<file path="config.mk">
export PLATFORM = sky130hd
export DESIGN_NAME = rf_wb
export DESIGN_NICKNAME = d
export VERILOG_FILES = /design/src/rtl/rf_wb.sv
export SDC_FILE = /design/constraint.sdc
export NUM_CORES = 1
export LEC_CHECK = 0
export BUFFER_PORTS_ARGS = -buffer_cell sky130_fd_sc_hd__buf_2
export CAP_MARGIN = 10
export CORE_UTILIZATION = 35
export DETAILED_ROUTE_END_ITERATION = 12
export SLEW_MARGIN = 20
export SYNTH_ARGS = -nofsm -noshare
export SYNTH_HDL_FRONTEND = slang
export SYNTH_SLANG_ARGS = --single-unit
</file>
<file path="constraint.sdc">
create_clock -name clk -period 2.8 [get_ports clk]
set_input_delay 0.28 -clock clk [delete_from_list [all_inputs] [get_ports clk]]
set_output_delay 0.28 -clock clk [all_outputs]
set_load 0.02 [all_outputs]
</file>
<file path="src/rtl/rf_wb.sv">
// Write-back controller for a 4 x 8 register file: buffers execute-stage writes,
// retires one per cycle through registered enables, and forwards pending values.
module rf_wb #(
    parameter int          DEPTH    = 2,
    parameter logic [7:0]  INIT_VAL = 8'h00
) (
    input  logic       clk,
    input  logic       rst,
    input  logic       wr_valid,
    output logic       wr_ready,
    input  logic [1:0] wr_addr,
    input  logic [7:0] wr_data,
    input  logic       rf_hold,
    output logic [7:0] data_in,
    output logic       ce0,
    output logic       ce1,
    output logic       ce2,
    output logic       ce3,
    input  logic [1:0] rd_addr,
    input  logic [7:0] rf_data,
    output logic [7:0] rd_data,
    output logic       rd_hit,
    output logic       busy
);

    localparam int AW = $clog2(DEPTH);

    typedef enum logic {S_INIT, S_RUN} state_t;

    state_t        state_q, state_d;
    logic [1:0]    ptr_q, ptr_d;
    logic [AW-1:0] head_q, head_d;
    logic [AW-1:0] tail_q, tail_d;
    logic [AW:0]   count_q, count_d;
    logic [3:0]    ce_q, ce_d;
    logic [7:0]    data_q, data_d;
    logic [1:0]    mem_addr_q [DEPTH];
    logic [7:0]    mem_data_q [DEPTH];

    logic          push, pop;
    logic [AW-1:0] fwd_idx;

    assign wr_ready = (state_q == S_RUN) && (count_q < (AW+1)'(DEPTH));
    assign push     = wr_valid && wr_ready;
    assign pop      = (state_q == S_RUN) && (count_q != '0) && !rf_hold;

    always_comb begin
        state_d = state_q;
        ptr_d   = ptr_q;
        head_d  = head_q;
        tail_d  = tail_q;
        count_d = count_q;
        ce_d    = '0;
        data_d  = data_q;
        case (state_q)
            S_INIT: begin
                if (!rf_hold) begin
                    ce_d[ptr_q] = 1'b1;
                    data_d      = INIT_VAL;
                    ptr_d       = ptr_q + 2'd1;
                    if (ptr_q == 2'd3) state_d = S_RUN;
                end
            end
            default: begin
                if (pop) begin
                    ce_d[mem_addr_q[head_q]] = 1'b1;
                    data_d = mem_data_q[head_q];
                    head_d = head_q + 1'b1;
                end
                if (push) tail_d = tail_q + 1'b1;
                case ({push, pop})
                    2'b10:   count_d = count_q + 1'b1;
                    2'b01:   count_d = count_q - 1'b1;
                    default: count_d = count_q;
                endcase
            end
        endcase
    end

    always_ff @(posedge clk or posedge rst) begin
        if (rst) begin
            state_q <= S_INIT;
            ptr_q   <= '0;
            head_q  <= '0;
            tail_q  <= '0;
            count_q <= '0;
            ce_q    <= '0;
            data_q  <= '0;
            for (int unsigned i = 0; i < DEPTH; i++) begin
                mem_addr_q[i] <= '0;
                mem_data_q[i] <= '0;
            end
        end else begin
            state_q <= state_d;
            ptr_q   <= ptr_d;
            head_q  <= head_d;
            tail_q  <= tail_d;
            count_q <= count_d;
            ce_q    <= ce_d;
            data_q  <= data_d;
            if (push) begin
                mem_addr_q[tail_q] <= wr_addr;
                mem_data_q[tail_q] <= wr_data;
            end
        end
    end

    // Walk the FIFO oldest to youngest so the youngest match overrides; the
    // driver register sits below every queued entry in priority.
    always_comb begin
        rd_data = rf_data;
        rd_hit  = 1'b0;
        fwd_idx = head_q;
        if (state_q == S_INIT) begin
            rd_data = INIT_VAL;
            rd_hit  = 1'b1;
        end else begin
            if (ce_q[rd_addr]) begin
                rd_data = data_q;
                rd_hit  = 1'b1;
            end
            for (int unsigned i = 0; i < DEPTH; i++) begin
                fwd_idx = head_q + AW'(i);
                if (((AW+1)'(i) < count_q) && (mem_addr_q[fwd_idx] == rd_addr)) begin
                    rd_data = mem_data_q[fwd_idx];
                    rd_hit  = 1'b1;
                end
            end
        end
    end

    assign busy    = (state_q == S_INIT) || (count_q != '0) || (ce_q != '0);
    assign data_in = data_q;
    assign ce0     = ce_q[0];
    assign ce1     = ce_q[1];
    assign ce2     = ce_q[2];
    assign ce3     = ce_q[3];

endmodule

</file>
# Yosys cells after proc, flatten, opt, wreduce, memory -nomap -nowiden
# Cells that the tools add are included.
# W data, S select, Z words.
# word_totals
reg_bits	39
input_bits	24
out_inout_bits	23
wordCells	102
# classes
n_addsub	5
n_lt_le_gt_ge	12
eq_ne	7
n_mux	42
bitwise_logic	5
reduce_logical	20
# ops
cell	n
$mux W8	14
$bwmux W16	1
$mux W2	7
$mux W4	3
$mux W1	10
$reduce_and A2 Y1	5
$logic_and A1 B1 Y1	9
$lt A2 B3 Y1 const B	3
$demux W8 S1	1
$ge A2 B2 Y1 const B	3
$not A1 Y2	3
$add A2 B1 Y2 const B	2
$bwmux W4	1
$demux W1 S2	2
$eq A2 B2 Y1	2
$eq A2 B2 Y1 const B	2
$ge A2 B1 Y1 const B	2
$lt A1 B2 Y1 const A	2
$ne A2 B1 Y1 const B	2
$pmux W2 S2	1
$reduce_bool A2 Y1	2
$reduce_bool A4 Y1	1
$add A1 B1 Y1 const B	2
$bmux W1 S2	1
8 further kinds	10

# Logic depth before layout (Yosys ltp)
# logic_depth
ltp_word	10
mapped_depth	8
ltp_nobuf	8

# Least setup slack after synthesis
# Ideal clock, no wire load.
# synth_path
path_type	register to output
from	register head_q
to	output port rd_data[6]
arrival_time_ns	2.009
t_required_ns	2.520
setup_slack_ns	0.511
path_stages_with_launch	6
path_buffers	1
path_cell_list	dfrtp_1 > mux2i_1 > mux2_4 > buf_6 > and3_1 > o32ai_1
# synth_via
elab_chain_cells	9
word_cells_on_any_way	22
cone_classes	1 x add/sub; 2 x eq/ne; 15 x mux; 2 x bitwise; 2 x reduce/logical
# synth_rtl
element	line	source
start, declared	32	logic [AW-1:0] head_q, head_d;
start signal, assigned	84	head_q <= '0;
start signal, assigned	96	head_q <= head_d;
$add A1 B1 Y1 / $not A1 Y2 (equally long branches)	123, 124, 125	
$not A1 Y2 (not written as such) / $mux W2 (equally long branches)	124, 125	
$mux W2 (not written as such) (2 in a row)	124	if (((AW+1)'(i) < count_q) && (mem_addr_q[fwd_idx] == rd_addr)) begin
$mux W2 (not written as such) / $eq A2 B2 Y1 (equally long branches)	124	
$eq A2 B2 Y1 / $logic_and A1 B1 Y1 (equally long branches)	124	
$logic_and A1 B1 Y1 / $mux W8 (equally long branches)	124	
$mux W8 *	124	
$mux W8 *	114	if (state_q == S_INIT) begin
end, declared	21	output logic [7:0] rd_data,
# Every way passes the cells marked *; elsewhere a longest branch is shown, timed or not. The select of a mux whose other input is x is not followed.

# Worst setup path after layout
# layout_path
from	register head_q
to	output port rd_data[4]
# The elaborated chain is that of the path after synthesis.

==> results.cfg <==
[pwr]
pwr-share-comb_pct = 57.0
p_seq_share_pct = 31.2
p_leak_nw = 1.24
pwr-share-clk_pct = 11.8
powerDensity_nw_per_um2 = 1280
netSwitchingFraction_pct = 44.8
power.internal_mw = 1.83
switchingPower_mw = 1.49
irDropWorstVdd_v = 0.000463

[sta]
setup_slack_ns = 0.287
period_minus_slack_ns = 2.51
max-slew-margin-rel_pct = 54.9
final-max-slew-violation-count = 0
skew_ns = 0.00694
final.setup.tns_ns = 0
rsz0062_at_grt = false
worst_pin_slew_ns = 0.676
hold_viol = 0
max_freq_mhz = 398
post-route-period-util_pct = 89.8
setup_viol = 0

[cells_and_area]
fin_nets = 268
layout-drive-gt1-share_pct = 42.9
num_antenna_cells = 0
area_growth_pct = 17.5
stdcell_count = 313
final_cell_area_um2 = 2600

[floorplan]
dieArea_um2 = 6640
core_area_um2 = 5990
rows = 28
pin_count = 47
dieWidth_um = 81.5
die_h_um = 81.5
start_util_pct = 36.9

[yosys]
yosys_warnings = 0
yosys_most_used_dff = dfrtp_1
postSynthCellCount = 187
synth-edff-count = 0
ys_seq_area_share_pct = 44.1
syn_area_um2 = 2210
synthesis.nets = 218
synth_cell_types = 35
synth-async-reset-ratio_pct = 100
ys_seq_elements = 39
synth_area_per_cell_um2 = 11.8

[drt]
wl_mm = 4.65
post_drt_wl_per_cell_um = 14.8
final_antenna_net_count = 0
vias = 1593
drt_iter0_drc = 83
dr.pass1.iters = 4
drc = 0
via_per_inst = 5.09

[placement]
place_area_um2 = 2510
gp_congestion = 0.848
port_buffers = 46
dpl_worst_slack_ns = 0.605
hpwl_mm = 3.65
place_inst = 305

[critical_path]
regToRegStartpoint = count_q[0]
end_kind = output pin
worst_ep_arrival_time_ns = 2.23
startpoint_type = flip-flop
cp_data_required_time_ns = 2.52
critical_path.startpoint = head_q
cp_max_fo = 17
critPathKind = reg -> out

[worst_hold_path]
hold_class = in -> async

[cts]
h-tree-depth = 2
cts_tree = built
cts_inserted_buffers = 5
root_buffer = clkbuf_8
cts_sinks = 39
clock_latency_ns = 0.29
hold_buffers = 0
clk_pin_slew_ns = 0.08
cts.repair.resized = 0
cts_setup_buffers = 0
cts.path.max_buffers = 2

[global_route]
grt_max_degree = 24
overflow = 0
grt_first_pass_wirelength_mm = 7.65
antenna_found_initial = 0
grt_pass1_vias = 1526
grt.total_usage_pct = 15.4

[run]
cap_violations = 0

[status]
status = completed
[critical path: stages, from the launching register on]
cell and delay [ns]:
dfrtp_1 0.48, mux2i_1 0.31, mux2_4 0.43, and3_2 0.22, o32ai_1 0.27, buf_2 0.23
[through the flow]
stage,utilization [%],hold WS (ns),total power [mW]
3_5_place_dp,41.8,0.422,2.95
3_3_place_gp,41.8,0.407,2.92
4_1_cts,43.4,0.104,3.35
5_1_grt,43.4,0.128,3.59
2_1_floorplan,-,0.431,2.48
6_report,43.4,0.0768,3.32
[placed cells by master, fill, tap and decap left out, types with 7 or more instances in the layout]
| cell | Yosys | routed |
|---|---|---|
| o21ai_0 | 10 | 10 |
| dfrtp_1 | 39 | 39 |
| nand2_1 | 13 | 13 |
| o32ai_1 | 9 | 9 |
| mux2i_1 | 19 | 19 |
| a21oi_2 | 7 | 7 |
| buf_2 | 2 | 46 |
| ha_1 | 7 | 7 |
| inv_1 | 7 | 7 |
| mux2_2 | 28 | 28 |
[synthesized netlist by cell type, types with 2 or more instances]
cell       n  area [um^2]
nand2b_1   2         12.5
a21oi_2    7         61.3
buf_2      2         10.0
dfrtp_1   39          976
xnor2_1    4         35.0
a21oi_1    2         10.0
and3_1     4         25.0
o32ai_1    9         78.8
buf_6      4         45.0
xor2_1     3         26.3
o21ai_0   10         50.1
nor2_1     5         18.8
mux2i_1   19          190
and3_2     4         30.0
inv_1      7         26.3
ha_1       7         87.6
mux2_2    28          315
nand2_1   13         48.8
nand3_1    2         10.0
[power by group through the flow]
stage / combinational (mW) / sequential, mW / clock (mW)
after floorplan: 1.40 / 1.08 / 0
after global placement: 1.88 / 1.04 / 0
after detailed placement: 1.91 / 1.05 / 0
final: 1.90 / 1.04 / 0.392
after CTS: 1.91 / 1.04 / 0.406
after global routing: 2.08 / 1.08 / 0.428
[state kept, by name, indices dropped and copies added (netlist names)]
signal / count
mem_data_q: 16
data_in: 8
ce_q: 4
mem_addr_q: 4
count_q: 2
ptr_q: 2
head_q: 1
state_q: 1
tail_q: 1
[path summary, 6_finish.rpt]
check                                       to  slack, ns  cells past startpoint
worst max-delay path                rd_data[4]       0.29                      5
worst min-delay path                data_in[6]       0.08                      2
worst max register to register      count_q[1]       0.64                      8
worst min register to register      data_in[2]       0.51                      2
max in group asynchronous               tail_q       1.97                      3
min in group clk                mem_data_q[13]       0.23                      2
[routing by layer]
layer,global-route usage [%],wire (um),vias to the layer above
li1,-,-,780
met4,4.82,48,0
met1,21.4,2310,769
met2,23.9,2040,40
met3,3.11,249,4
met5,0,0,-
[cells by family after synthesis]
kind of cell	synth area share [%]
muxes	25.2
xor gates and xnor gates	3.51
AOI/OAI and AO/OA	11.0
buffers and inverters	3.85
DFF	44.1
adders and majority gates	3.96
and+or+nand+nor	8.32
[area by class of cell]
class                      instances  area, um^2
inverter                           7        26.3
tap                               75        93.8
clock inverter                     3        23.8
clock buffer                       5        68.8
multi-input combinational        134        1150
fill                             590        3390
sequential                        39         976
timing repair buffer              50         260
Power figures use the tool's default switching activity.
